$ cat src/rtl/acq_search_ctrl.sv
// acq_search_ctrl: steps the coherent integrator through NUM_PHASES code-phase
// hypotheses, tracks the peak energy and its phase, and reports found/not-found.
// Latency: 499 cycles per hypothesis (SHIFT + 497 DWELL + EVAL), done at 499*NUM_PHASES+1.
// Backpressure: none; waits on result_ok_in per dwell and aborts on a dwell timeout.

module acq_search_ctrl #(
  parameter int NUM_PHASES    = 1023,
  parameter int PHASE_W       = 10,
  parameter int ENERGY_W      = 20,
  parameter int DWELL_TIMEOUT = 1023
) (
  input  logic                clk,
  input  logic                rst_n,
  input  logic                start,
  input  logic                abort,
  input  logic [ENERGY_W-1:0] threshold,
  input  logic [ENERGY_W-1:0] energy_in,
  input  logic                result_ok_in,
  output logic                shift_parse,
  output logic [PHASE_W-1:0]  phase_idx,
  output logic                busy,
  output logic                done,
  output logic                acq_found,
  output logic [PHASE_W-1:0]  best_phase,
  output logic [ENERGY_W-1:0] best_energy,
  output logic                timeout_err
);

  // Timer is wide enough to hold DWELL_TIMEOUT itself.
  localparam int TW = $clog2(DWELL_TIMEOUT + 1);

  // Last hypothesis index; phase_idx stops here and never wraps.
  localparam logic [PHASE_W-1:0] LAST_PHASE = PHASE_W'(NUM_PHASES - 1);

  // Timer value on the final permitted DWELL cycle.
  localparam logic [TW-1:0] TIMER_LAST = TW'(DWELL_TIMEOUT - 1);

  typedef enum logic [2:0] {
    IDLE  = 3'd0,
    SHIFT = 3'd1,
    DWELL = 3'd2,
    EVAL  = 3'd3,
    DONE  = 3'd4
  } state_t;

  state_t              state;
  logic [TW-1:0]       dwell_timer;
  logic [ENERGY_W-1:0] energy_hold;
  logic [ENERGY_W-1:0] thr_latched;

  // Peak candidate seen by EVAL: the captured energy wins only if strictly
  // greater, so the earliest phase keeps the peak on ties.
  logic                new_peak;
  logic [ENERGY_W-1:0] peak_after_eval;

  // Peak comparison against the stored best, evaluated every cycle but only
  // consumed in EVAL.
  always_comb begin
    new_peak        = (energy_hold > best_energy);
    peak_after_eval = new_peak ? energy_hold : best_energy;
  end

  // Search FSM; all outputs are registered alongside the state so they
  // change together with it.
  always_ff @(posedge clk) begin
    if (!rst_n) begin
      state       <= IDLE;
      dwell_timer <= '0;
      energy_hold <= '0;
      thr_latched <= '0;
      shift_parse <= 1'b0;
      phase_idx   <= '0;
      busy        <= 1'b0;
      done        <= 1'b0;
      acq_found   <= 1'b0;
      best_phase  <= '0;
      best_energy <= '0;
      timeout_err <= 1'b0;
    end else if (abort && (state != IDLE)) begin
      // Cancel: keep partial best_* for inspection, but never report a find.
      state       <= IDLE;
      shift_parse <= 1'b0;
      busy        <= 1'b0;
      done        <= 1'b0;
      acq_found   <= 1'b0;
    end else begin
      // Pulse outputs default low; the branches below raise them for one cycle.
      shift_parse <= 1'b0;
      done        <= 1'b0;

      case (state)
        IDLE: begin
          // abort in IDLE only blocks a coincident start.
          if (start && !abort) begin
            state       <= SHIFT;
            shift_parse <= 1'b1;
            busy        <= 1'b1;
            phase_idx   <= '0;
            best_phase  <= '0;
            best_energy <= '0;
            acq_found   <= 1'b0;
            timeout_err <= 1'b0;
            thr_latched <= threshold;
          end
        end

        SHIFT: begin
          // Integrator restarts at the end of this cycle; start a fresh dwell.
          dwell_timer <= '0;
          state       <= DWELL;
        end

        DWELL: begin
          if (result_ok_in) begin
            energy_hold <= energy_in;
            state       <= EVAL;
          end else if (dwell_timer == TIMER_LAST) begin
            // Integrator never answered: give up on the whole search.
            timeout_err <= 1'b1;
            busy        <= 1'b0;
            state       <= IDLE;
          end else begin
            dwell_timer <= dwell_timer + 1'b1;
          end
        end

        EVAL: begin
          if (new_peak) begin
            best_energy <= energy_hold;
            best_phase  <= phase_idx;
          end
          if (phase_idx == LAST_PHASE) begin
            // Decision uses the peak including this final hypothesis, so it
            // is valid in the same cycle as done.
            acq_found <= (peak_after_eval >= thr_latched);
            done      <= 1'b1;
            state     <= DONE;
          end else begin
            phase_idx   <= phase_idx + 1'b1;
            shift_parse <= 1'b1;
            state       <= SHIFT;
          end
        end

        DONE: begin
          busy  <= 1'b0;
          state <= IDLE;
        end

        default: begin
          busy  <= 1'b0;
          state <= IDLE;
        end
      endcase
    end
  end

endmodule

$ cat config.mk
export PLATFORM = sky130hd
export DESIGN_NAME = acq_search_ctrl
export DESIGN_NICKNAME = d
export VERILOG_FILES = /design/src/rtl/acq_search_ctrl.sv
export SDC_FILE = /design/constraint.sdc
export NUM_CORES = 1
export LEC_CHECK = 0
export CORE_UTILIZATION = 40
export DETAILED_ROUTE_END_ITERATION = 16
export PLACE_DENSITY = 0.64
export SLEW_MARGIN = 40
export SYNTH_ARGS = -nofsm -noshare
export SYNTH_HDL_FRONTEND = slang
export SYNTH_SLANG_ARGS = --single-unit
$ cat constraint.sdc
create_clock -name clk -period 3.7 [get_ports clk]
set_input_delay 0.74 -clock clk [delete_from_list [all_inputs] [get_ports clk]]
set_output_delay 0.74 -clock clk [all_outputs]
set_load 0.02 [all_outputs]
==> results.toml <==
[run_status]
run_status = "finished clean"

[sta]
report.final.hold_viol_count = 0
slew_headroom_pct = 56.40
grt_setup_unrepaired = "false"
setup-tns-final_ns = 0
final.period_utilization_pct = 92.23
min_tclk_post_route_ns = 3.412
report.final.setup_viol = 0
final.setup_skew_ns = 0.007876
worst_pin_slew_ns = 0.6456
max_freq_mhz = 293.0
report.final.slew_viol_count = 0

[power]
p_clk_share_pct = 41.3
p_seq_share_pct = 50.0
vdd_ir_drop_max_uv = 240.5
design_power_total_mw = 2.157
pwr-share-comb_pct = 8.7
net-switching-power_uw = 521.6
power_dens_cells_nw_per_um2 = 323.7
internal-power_mw = 1.635
leakage_nw = 2.402
swShare_pct = 24.19

[drt]
postRouteWirelength_mm = 12.61
route.detailed.vias_per_inst = 5.101
routed-via-count = 4514
wl_per_cell_um = 14.25
first_pass_iters = 4
detail_route.iter0.violations = 201
route.antenna.remaining_nets = 0
drc = 0

[placement]
final_gp_congestion = 0.8337
port-buffer-count = 89
detailed_place.area_sq_um = 6366
dp_hpwl_mm = 9.149

[cells_and_area]
final_layout_size_suffix_gt1_share_pct = 7.714
ant_cells = 0
area_delta_synth_final_pct = 26.04
nets = 797
design_area_sq_um = 6663

[clock_tree]
clk_pin_slew_worst_paths_ns = 0.07
resized_cells_post_cts = 0
cts_max_level = 3
clock_insertion_delay_worst_skew_ns = 0.35
cts_root_buffer = "sky130_fd_sc_hd__clkbuf_16"
post_cts_hold_buffer_count = 0
tritoncts.num_buffers = 9
number_of_setup_buffers_added_after_cts = 0
buffer_depth_of_the_longest_clock_path = 2
cts_sinks = 98
tritoncts = "yes"

[global_routing]
first_pass_grt_wire_length_mm = 20.79
grt-ovfl-total = 0
grt_usage_pct = 19.65
first_global_vias = 4414
antenna_found_initial = 0
largest_net_degree_at_the_start_of_global_routing = 91

[synthesis]
syn_nets = 721
synth-warning-count = 0
synth.area.top_cells = "sky130_fd_sc_hd__dfxtp_1 37%, sky130_fd_sc_hd__ha_1 10%, sky130_fd_sc_hd__nand2_1 9.3%"
synth-edff-count = 0
share_of_synthesized_area_occupied_by_flip_flops_and_latches_pct = 37.11
post_syn_area_per_cell_sq_um = 8.364
yosys-top-cells-count = "131 x sky130_fd_sc_hd__nand2_1, 98 x sky130_fd_sc_hd__dfxtp_1, 45 x sky130_fd_sc_hd__inv_1"
ys_async_sr_fraction_pct = 0
synthFlopType = "sky130_fd_sc_hd__dfxtp_1"
syn-instance-count = 632
synthDominantCellAreaShare_pct = 37.11
ys_seq_elements = 98
synth_cell_types = 44
netlist_area_sq_um = 5286
cell_accounting_for_the_most_synthesized_area = "sky130_fd_sc_hd__dfxtp_1"
yosysMostFrequentCell = "sky130_fd_sc_hd__nand2_1"

[setup_path]
cell_by_cell_trace_of_the_critical_path = "inv_1 > ha_1 > nor2b_1 > o211ai_1 > a21oi_1 > o31a_1 > o21ai_2 > buf_12 > mux2_2 > ha_1 > nand4_1 > or3_1 > o211a_1 > a221oi_1"
timing.critical_path.max_delay_family = "compound AO/OA/AOI/OAI gates"
reg2regPathDepth = 14
cp_num_buf_inv = 2
crit_type = "flop to flop"
regToRegSetupSlack_ns = 0.29
timing.critical_path.required_ns = 3.96
cp-end-kind = "flop"
cp-startpoint = "best_energy[1]"
crit_path_start_kind = "flop"
slowest_delay_ns = 0.40
critPathArrivalTime_ns = 3.68
timing.critical_path.slowest_stage_cell = "sky130_fd_sc_hd__or3_1"
worstReg2RegStart = "best_energy[1]"
crit_path_max_fanout = 20
r2r_end = "acq_found"
worst_path_most_repeated_cell = "sky130_fd_sc_hd__ha_1"

[floorplanning]
coreArea_sq_um = 12770
row_count = 41
boundaryPins = 90
die_area_sq_um = 13680
floorplan.initialDensity_pct = 41.39
dieHeight_um = 117.0
die_x_um = 117.0

[worst_hold_path]
hold_path_class = "flop to flop"
timing.hold.worst.start = "thr_latched[17]"
hold-path-cell-count = 2
worst_hold_path.endpoint = "thr_latched[17]"

[run]
max-cap-violations = 0
-- per-stage QoR --
step	hold WS [ns]	utilization (%)	setup slack, ns	cells
3_3_place_gp	0.4525	49.80	0.2501	869
3_5_place_dp	0.4585	49.84	0.1222	869
6_report	0.4632	52.16	0.2876	885
5_1_grt	0.4916	52.16	0.01773	885
4_1_cts	0.4676	52.03	0.1054	885
2_1_floorplan	0.4435	-	0.2797	632
-- logic make-up after synthesis --
logic type	Yosys count	synth area share, %
XOR/XNOR	14	2.320
flip-flops	98	37.11
adder cells (fa/ha/maj)	44	10.41
buffers and inverters	77	5.728
AND/OR/NAND/NOR	248	21.25
multiplexers	51	10.11
AO/OA/AOI/OAI	100	13.07
-- power by group through the flow --
stage	Combinational (mW)	Sequential, mW	Clock [mW]
after global placement	0.186	1.10	0
after CTS	0.190	1.08	0.907
after floorplan	0.101	1.10	0
after detailed placement	0.189	1.10	0
after global routing	0.209	1.08	0.951
final	0.188	1.08	0.892
-- sequential cells by signal, summed over array words and instances (netlist names) --
| signal | flops |
|---|---|
| phase_idx | 10 |
| busy | 1 |
| acq_found | 1 |
| done | 1 |
| best_phase | 10 |
| timeout_err | 1 |
| state | 3 |
| thr_latched | 20 |
| dwell_timer | 10 |
| energy_hold | 20 |
| shift_parse | 1 |
| best_energy | 20 |
-- placed cells by master, fill, tap and decap left out, drive strengths merged, types with 2 or more instances in the layout --
cell type / n
nor4: 2
and4: 2
mux2: 19
xor2: 8
a21oi: 24
and3: 2
xnor2: 6
nand3: 39
clkinv: 2
or3: 5
o21ai: 11
clkinvlp: 3
nand4: 14
nand2b: 6
buf: 9
inv: 46
nand2: 131
mux2i: 32
nor2b: 7
nor2: 23
a21boi: 41
a21o: 9
clkbuf: 10
ha: 44
dfxtp: 98
clkdlybuf4s50: 88
and2: 2
a221oi: 3
nor3: 12
-- area by class of cell --
class | count | area, sq um
Fill cell | 1171 | 6111
Multi-Input combinational cell | 457 | 3052
Clock buffer | 10 | 239.0
Inverter | 45 | 168.9
Timing Repair Buffer | 97 | 983.4
Tap cell | 172 | 215.2
Clock inverter | 6 | 41.29
Sequential cell | 98 | 1963
-- worst min-delay path: stages (launching register included) --
cell,delay [ns]
sky130_fd_sc_hd__dfxtp_1,0.31
sky130_fd_sc_hd__nand2_1,0.04
sky130_fd_sc_hd__a21boi_0,0.06
-- worst max-delay path by stage --
stage	to	cells past startpoint	slack (ns)
after floorplan	acq_found	16	0.28
after global placement	acq_found	15	0.25
after detailed placement	acq_found	13	0.12
after CTS	acq_found	13	0.11
after global routing	acq_found	14	0.02
final	acq_found	14	0.29
-- routing by layer --
layer	part of all wire [%]	track usage (%)	routed length, um	up-vias
met3	5.4	3.450	685	9
li1	-	-	-	2305
met5	0	0	0	-
met4	1.4	7.679	182	0
met2	47	33.18	5889	92
met1	46	24.98	5856	2108
Note: power is estimated with default switching activity, not from simulation.
